--- config.mk ---
export PLATFORM = sky130hd
export DESIGN_NAME = mem_stage
export DESIGN_NICKNAME = d
export VERILOG_FILES = /design/src/rtl/mem_stage_pkg.sv /design/src/rtl/mem_handshake_fsm.sv /design/src/rtl/mem_stage.sv
export SDC_FILE = /design/constraint.sdc
export NUM_CORES = 1
export LEC_CHECK = 0
export CORE_ASPECT_RATIO = 1.1
export CORE_MARGIN = 1.5
export CORE_UTILIZATION = 43
export CTS_BUF_LIST = sky130_fd_sc_hd__clkbuf_8
export CTS_CLUSTER_DIAMETER = 80
export DETAILED_ROUTE_END_ITERATION = 6
export PLACE_DENSITY_LB_ADDON = 0.05
export SLEW_MARGIN = 15
export SYNTH_ARGS = -nofsm -noshare
export SYNTH_HDL_FRONTEND = slang
export SYNTH_SLANG_ARGS = --single-unit
--- constraint.sdc ---
create_clock -name clk -period 8 [get_ports clk]
set_input_delay 2 -clock clk [delete_from_list [all_inputs] [get_ports clk]]
set_output_delay 2 -clock clk [all_outputs]
set_load 0.02 [all_outputs]
--- src/rtl/mem_stage_pkg.sv ---
// Shared definitions for the MEM pipeline stage: default widths and the
// data-memory handshake state encoding.
package mem_stage_pkg;

    localparam int DATA_WIDTH_DEF = 16;
    localparam int ADDR_WIDTH_DEF = 8;
    localparam int IMM8_WIDTH_DEF = 8;
    localparam int REG_WIDTH_DEF  = 4;
    localparam int TIMEOUT_DEF    = 15;

    typedef enum logic [1:0] {
        ST_IDLE = 2'd0,
        ST_WAIT = 2'd1,
        ST_RESP = 2'd2
    } mem_state_e;

endpackage

--- src/rtl/mem_handshake_fsm.sv ---
// Data-memory handshake controller: IDLE -> WAIT (request held) -> RESP,
// with a bounded wait counter and a sticky timeout error flag.
module mem_handshake_fsm
    import mem_stage_pkg::*;
#(
    parameter int TIMEOUT = TIMEOUT_DEF
) (
    input  logic       clk,
    input  logic       rst,
    input  logic       mem_op_i,
    input  logic       ack_i,
    output logic       req_o,
    output logic       stall_o,
    output logic       capture_o,
    output logic       timeout_o,
    output logic       err_o,
    output logic [1:0] state_o
);

    localparam int CNT_W = (TIMEOUT > 1) ? $clog2(TIMEOUT) : 1;
    localparam logic [CNT_W-1:0] CNT_LAST = CNT_W'(TIMEOUT - 1);

    mem_state_e       state_q, state_d;
    logic [CNT_W-1:0] cnt_q, cnt_d;
    logic             err_q, err_d;

    always_ff @(posedge clk) begin
        if (rst) begin
            state_q <= ST_IDLE;
            cnt_q   <= '0;
            err_q   <= 1'b0;
        end else begin
            state_q <= state_d;
            cnt_q   <= cnt_d;
            err_q   <= err_d;
        end
    end

    always_comb begin
        state_d   = state_q;
        cnt_d     = cnt_q;
        err_d     = err_q;
        req_o     = 1'b0;
        stall_o   = 1'b0;
        capture_o = 1'b0;
        timeout_o = 1'b0;
        case (state_q)
            ST_IDLE: begin
                cnt_d = '0;
                if (mem_op_i) begin
                    stall_o = 1'b1;
                    state_d = ST_WAIT;
                end
            end
            ST_WAIT: begin
                req_o   = 1'b1;
                stall_o = 1'b1;
                // An ack arriving on the last allowed cycle still wins over the timeout.
                if (ack_i) begin
                    capture_o = 1'b1;
                    state_d   = ST_RESP;
                end else if (cnt_q == CNT_LAST) begin
                    capture_o = 1'b1;
                    timeout_o = 1'b1;
                    err_d     = 1'b1;
                    state_d   = ST_RESP;
                end else begin
                    cnt_d = cnt_q + 1'b1;
                end
            end
            ST_RESP: state_d = ST_IDLE;
            default: state_d = ST_IDLE;
        endcase
    end

    assign err_o   = err_q;
    assign state_o = state_q;

endmodule

--- src/rtl/mem_stage.sv ---
// MEM pipeline stage: branch/jump resolution, data-memory access with stall,
// forwarding value for EX, and the MEM/WB pipeline register.
module mem_stage
    import mem_stage_pkg::*;
#(
    parameter int DATA_WIDTH = DATA_WIDTH_DEF,
    parameter int ADDR_WIDTH = ADDR_WIDTH_DEF,
    parameter int IMM8_WIDTH = IMM8_WIDTH_DEF,
    parameter int REG_WIDTH  = REG_WIDTH_DEF,
    parameter int TIMEOUT    = TIMEOUT_DEF
) (
    input  logic                  clk,
    input  logic                  rst,
    input  logic [ADDR_WIDTH-1:0] PCM_i,
    input  logic [DATA_WIDTH-1:0] WriteDataM_i,
    input  logic [IMM8_WIDTH-1:0] imm8M_i,
    input  logic [REG_WIDTH-1:0]  WriteRegM_i,
    input  logic [DATA_WIDTH-1:0] alu_outM_i,
    input  logic                  RegWriteM_i,
    input  logic                  BranchM_i,
    input  logic                  MemReadM_i,
    input  logic                  MemWriteM_i,
    input  logic                  MemToRegM_i,
    input  logic                  MovM_i,
    input  logic                  jumpM_i,
    output logic                  dmem_req_o,
    output logic                  dmem_we_o,
    output logic [ADDR_WIDTH-1:0] dmem_addr_o,
    output logic [DATA_WIDTH-1:0] dmem_wdata_o,
    input  logic                  dmem_ack_i,
    input  logic [DATA_WIDTH-1:0] dmem_rdata_i,
    output logic                  stall_mem_o,
    output logic                  pc_src_o,
    output logic [ADDR_WIDTH-1:0] pc_target_o,
    output logic                  flush_o,
    output logic [DATA_WIDTH-1:0] WBResultM_o,
    output logic                  RegWriteW_o,
    output logic                  MemToRegW_o,
    output logic [REG_WIDTH-1:0]  WriteRegW_o,
    output logic [DATA_WIDTH-1:0] ReadDataW_o,
    output logic [DATA_WIDTH-1:0] ResultAW_o,
    output logic                  dmem_err_o
);

    logic       fsm_capture, fsm_timeout;
    logic [1:0] fsm_state;

    mem_handshake_fsm #(.TIMEOUT(TIMEOUT)) u_fsm (
        .clk       (clk),
        .rst       (rst),
        .mem_op_i  (MemReadM_i | MemWriteM_i),
        .ack_i     (dmem_ack_i),
        .req_o     (dmem_req_o),
        .stall_o   (stall_mem_o),
        .capture_o (fsm_capture),
        .timeout_o (fsm_timeout),
        .err_o     (dmem_err_o),
        .state_o   (fsm_state)
    );

    assign dmem_we_o    = dmem_req_o & MemWriteM_i;
    assign dmem_addr_o  = alu_outM_i[ADDR_WIDTH-1:0];
    assign dmem_wdata_o = WriteDataM_i;
    assign WBResultM_o  = MovM_i ? DATA_WIDTH'(imm8M_i) : alu_outM_i;

    assign pc_src_o    = jumpM_i | (BranchM_i & (alu_outM_i == '0));
    assign flush_o     = pc_src_o;
    assign pc_target_o = jumpM_i ? ADDR_WIDTH'(imm8M_i)
                                 : PCM_i + ADDR_WIDTH'(imm8M_i);

    logic [DATA_WIDTH-1:0] rdata_cap_q, rdata_cap_d;
    logic                  reg_write_q, reg_write_d;
    logic                  mem_to_reg_q, mem_to_reg_d;
    logic [REG_WIDTH-1:0]  write_reg_q, write_reg_d;
    logic [DATA_WIDTH-1:0] read_data_q, read_data_d;
    logic [DATA_WIDTH-1:0] result_a_q, result_a_d;

    always_comb begin
        rdata_cap_d  = rdata_cap_q;
        reg_write_d  = reg_write_q;
        mem_to_reg_d = mem_to_reg_q;
        write_reg_d  = write_reg_q;
        read_data_d  = read_data_q;
        result_a_d   = result_a_q;
        if (fsm_capture) begin
            rdata_cap_d = fsm_timeout ? '0 : dmem_rdata_i;
        end
        // A stalled edge inserts a bubble into WB; the held instruction retires later.
        if (stall_mem_o) begin
            reg_write_d  = 1'b0;
            mem_to_reg_d = 1'b0;
        end else begin
            reg_write_d  = RegWriteM_i;
            mem_to_reg_d = MemToRegM_i;
            write_reg_d  = WriteRegM_i;
            read_data_d  = (fsm_state == ST_RESP) ? rdata_cap_q : '0;
            result_a_d   = WBResultM_o;
        end
    end

    always_ff @(posedge clk) begin
        if (rst) begin
            rdata_cap_q  <= '0;
            reg_write_q  <= 1'b0;
            mem_to_reg_q <= 1'b0;
            write_reg_q  <= '0;
            read_data_q  <= '0;
            result_a_q   <= '0;
        end else begin
            rdata_cap_q  <= rdata_cap_d;
            reg_write_q  <= reg_write_d;
            mem_to_reg_q <= mem_to_reg_d;
            write_reg_q  <= write_reg_d;
            read_data_q  <= read_data_d;
            result_a_q   <= result_a_d;
        end
    end

    assign RegWriteW_o = reg_write_q;
    assign MemToRegW_o = mem_to_reg_q;
    assign WriteRegW_o = write_reg_q;
    assign ReadDataW_o = read_data_q;
    assign ResultAW_o  = result_a_q;

endmodule
==> results.ini <==
[yosys]
async_flop_share_pct=0
synthTopCellsByArea=dfxtp_1 41%, a22oi_1 8.3%, buf_4 6.8%
synth_flop_cell=dfxtp_1
synth_edf_count=0
synth_top_area_cell=dfxtp_1
yosysMostFrequentCell=dfxtp_1
synth.top_cell.area_share_pct=40.9
synth_seq_area_share_pct=40.9
ys_warn_count=0
synthDistinctLibCells=46
synthCells=352
synth_fp_nets=440
syn_area_mm2=0.00299
synth-seq-cells=61
synth_common_cells=61 x dfxtp_1, 52 x nand2_1, 42 x nor2_1
syn_avg_cell_area_um2=8.48

[setup_path]
end_kind=output pin
crit_path_max_fanout=3
critical_path_class=input pin to output pin
start_kind=input pin
required_ps=6000
cp.arrival_ps=4550

[drt]
met3_length_um=773
num_vias=2836
via_per_inst=5.25
drt_iter0_markers=146
wire_per_inst_um=15.0
antenna_left=0
highest_layer=met4
wl_met1_mm=3.39
wl_met2_mm=3.71
first_pass_iters=4
routed_wl_mm=8.12
drc=0

[sta]
hold_violations=0
setup_viol=0
fin_tns_setup_ps=0
whs_ps=453
worstMarginPinSlew_ps=1150
slew_violations=0
fin_crit_ps=6550
slew_headroom_pct=23.1
worst_clock_skew_ps=8.13
fmax_mhz=153
finalCritPeriodShare_pct=81.9
rsz0062_at_grt=false

[clock_tree]
root_buffer=clkbuf_8
clock_path_buffers=2
clkSlewWorstSetupHoldPaths_ps=60
h-tree-depth=3
cts_made_buffers=9
ctsHoldBuffers=0
cts_setup_buffers=0
cts_tree=built
clk_latency_ps=330
cts_resized=0
cts.sinks=61

[die]
start_util_pct=45.0
core_region_area_mm2=0.00663
fp.dieH_um=90.4
die_w_um=82.4
ioPinCount=170
rows=31
die-area_mm2=0.00745

[place]
io_buffer_count=137
placed_cells=524
place_hpwl_mm=5.89
placed_area_mm2=0.00415
place_congestion=0.912

[pwr]
p_sw_share_pct=26.9
fin_total_pwr_w=0.000800
internal-power_w=0.000585
p_comb_share_pct=21.8
p_switching_w=0.000215
p_per_area_mw_per_mm2=183
power.clock.fraction_pct=38.1
p_leak_nw=1.60
pwr-share-seq_pct=40.1
ir_drop_v=0.000129

[global_routing]
antenna_found_initial=0
grt_first_pass_wirelength_mm=12.9
grt_pass1_vias=2679
grt_max_degree=62
overflow=0
grt_use_total_pct=22.4

[outcome]
status=finished clean

[final_layout]
stdcell_count=540
syn2layout_area_growth_pct=46.5
finalInstanceArea_mm2=0.00437
drive_gt1_share_pct=7.21
nNetsFinal=541
num_antenna_cells=0

[worst_hold_path]
holdCritPathClass=register to register

[run]
cap_viol_max_count=0

[power by group through the flow]
stage	clock network, W	registers [W]	logic (W)
5_1_grt	0.000329	0.000322	0.000189
2_1_floorplan	0	0.000334	0.000101
3_3_place_gp	0	0.000327	0.000175
6_report	0.000304	0.000321	0.000175
3_5_place_dp	0	0.000328	0.000175
4_1_cts	0.000315	0.000321	0.000176
[worst max-delay path, stage by stage]
cell and delay [ps]:
clkdlybuf4s50_1 490, ha_1 210, inv_1 70, fa_1 410
nor2b_1 160, o31a_1 160, o21a_1 140, nor3_1 50
o31ai_1 200, clkdlybuf4s50_1 650
[sequential cells by signal, indices dropped and copies added, names as in the netlist]
| signal | count |
|---|---|
| MemToRegW_o | 1 |
| ReadDataW_o | 16 |
| RegWriteW_o | 1 |
| ResultAW_o | 16 |
| WriteRegW_o | 4 |
| rdata_cap_q | 16 |
| u_fsm.cnt_q | 4 |
| u_fsm.err_o | 1 |
| u_fsm.state_o | 2 |
[path summary, 6_finish.rpt]
path	slack, ps	cells past startpoint	start	endpoint
worst min register to register	450	2	ResultAW_o[9]	ResultAW_o[9]
worst min-delay path	450	2	ResultAW_o[9]	ResultAW_o[9]
worst max register to register	6020	6	u_fsm.state_o[0]	ReadDataW_o[14]
worst max-delay path	1450	10	imm8M_i[0]	pc_target_o[6]
[cells by family (layout without fill, tap and decap cells)]
logic type | count (synthesis) | after routing | synth area share, %
XOR/XNOR | 3 | 3 | 0.880
AND/OR/NAND/NOR | 123 | 123 | 18.1
AO/OA/AOI/OAI | 90 | 90 | 20.6
multiplexers | 10 | 10 | 3.77
buffers and inverters | 55 | 161 | 11.4
adder cells (fa/ha/maj) | 10 | 10 | 4.44
flip-flops | 61 | 61 | 40.9
[layout make-up]
type | count | area, um^2
clock buffers | 10 | 138
inverters | 7 | 26.3
repair buffers | 138 | 1370
fillers | 549 | 2260
flip-flops and latches | 61 | 1220
well taps | 82 | 103
multi-input cells | 236 | 1430
clock inverters | 6 | 86.3
[per-layer routing]
metal | GRT usage, % | up-vias
li1 | - | 1402
met1 | 27.7 | 1298
met2 | 34.6 | 114
met3 | 5.96 | 22
met4 | 12.4 | 0
met5 | 0 | -
[per-stage QoR]
stage	utilization [%]	worst slack, ps
after floorplan	-	2330
after global placement	62.6	1490
after detailed placement	62.6	1460
after CTS	65.9	1460
after global routing	65.9	1230
final	65.9	1450
[cells in the final DEF (no fill, tap or decap), types with 3 or more instances in the layout]
master | Yosys | final
a22oi_1 | 33 | 33
nor2b_1 | 10 | 10
nand2_1 | 52 | 52
nor2_1 | 42 | 42
clkdlybuf4s50_1 | 0 | 136
inv_1 | 5 | 6
o21ai_0 | 6 | 6
a21oi_1 | 25 | 25
ha_1 | 9 | 9
dfxtp_1 | 61 | 61
mux2_2 | 9 | 9
a31oi_1 | 3 | 3
nor3_1 | 4 | 4
clkbuf_8 | 0 | 10
a211oi_1 | 3 | 3
o31ai_1 | 3 | 3
o21a_1 | 3 | 3
Power figures use the tool's default switching activity.
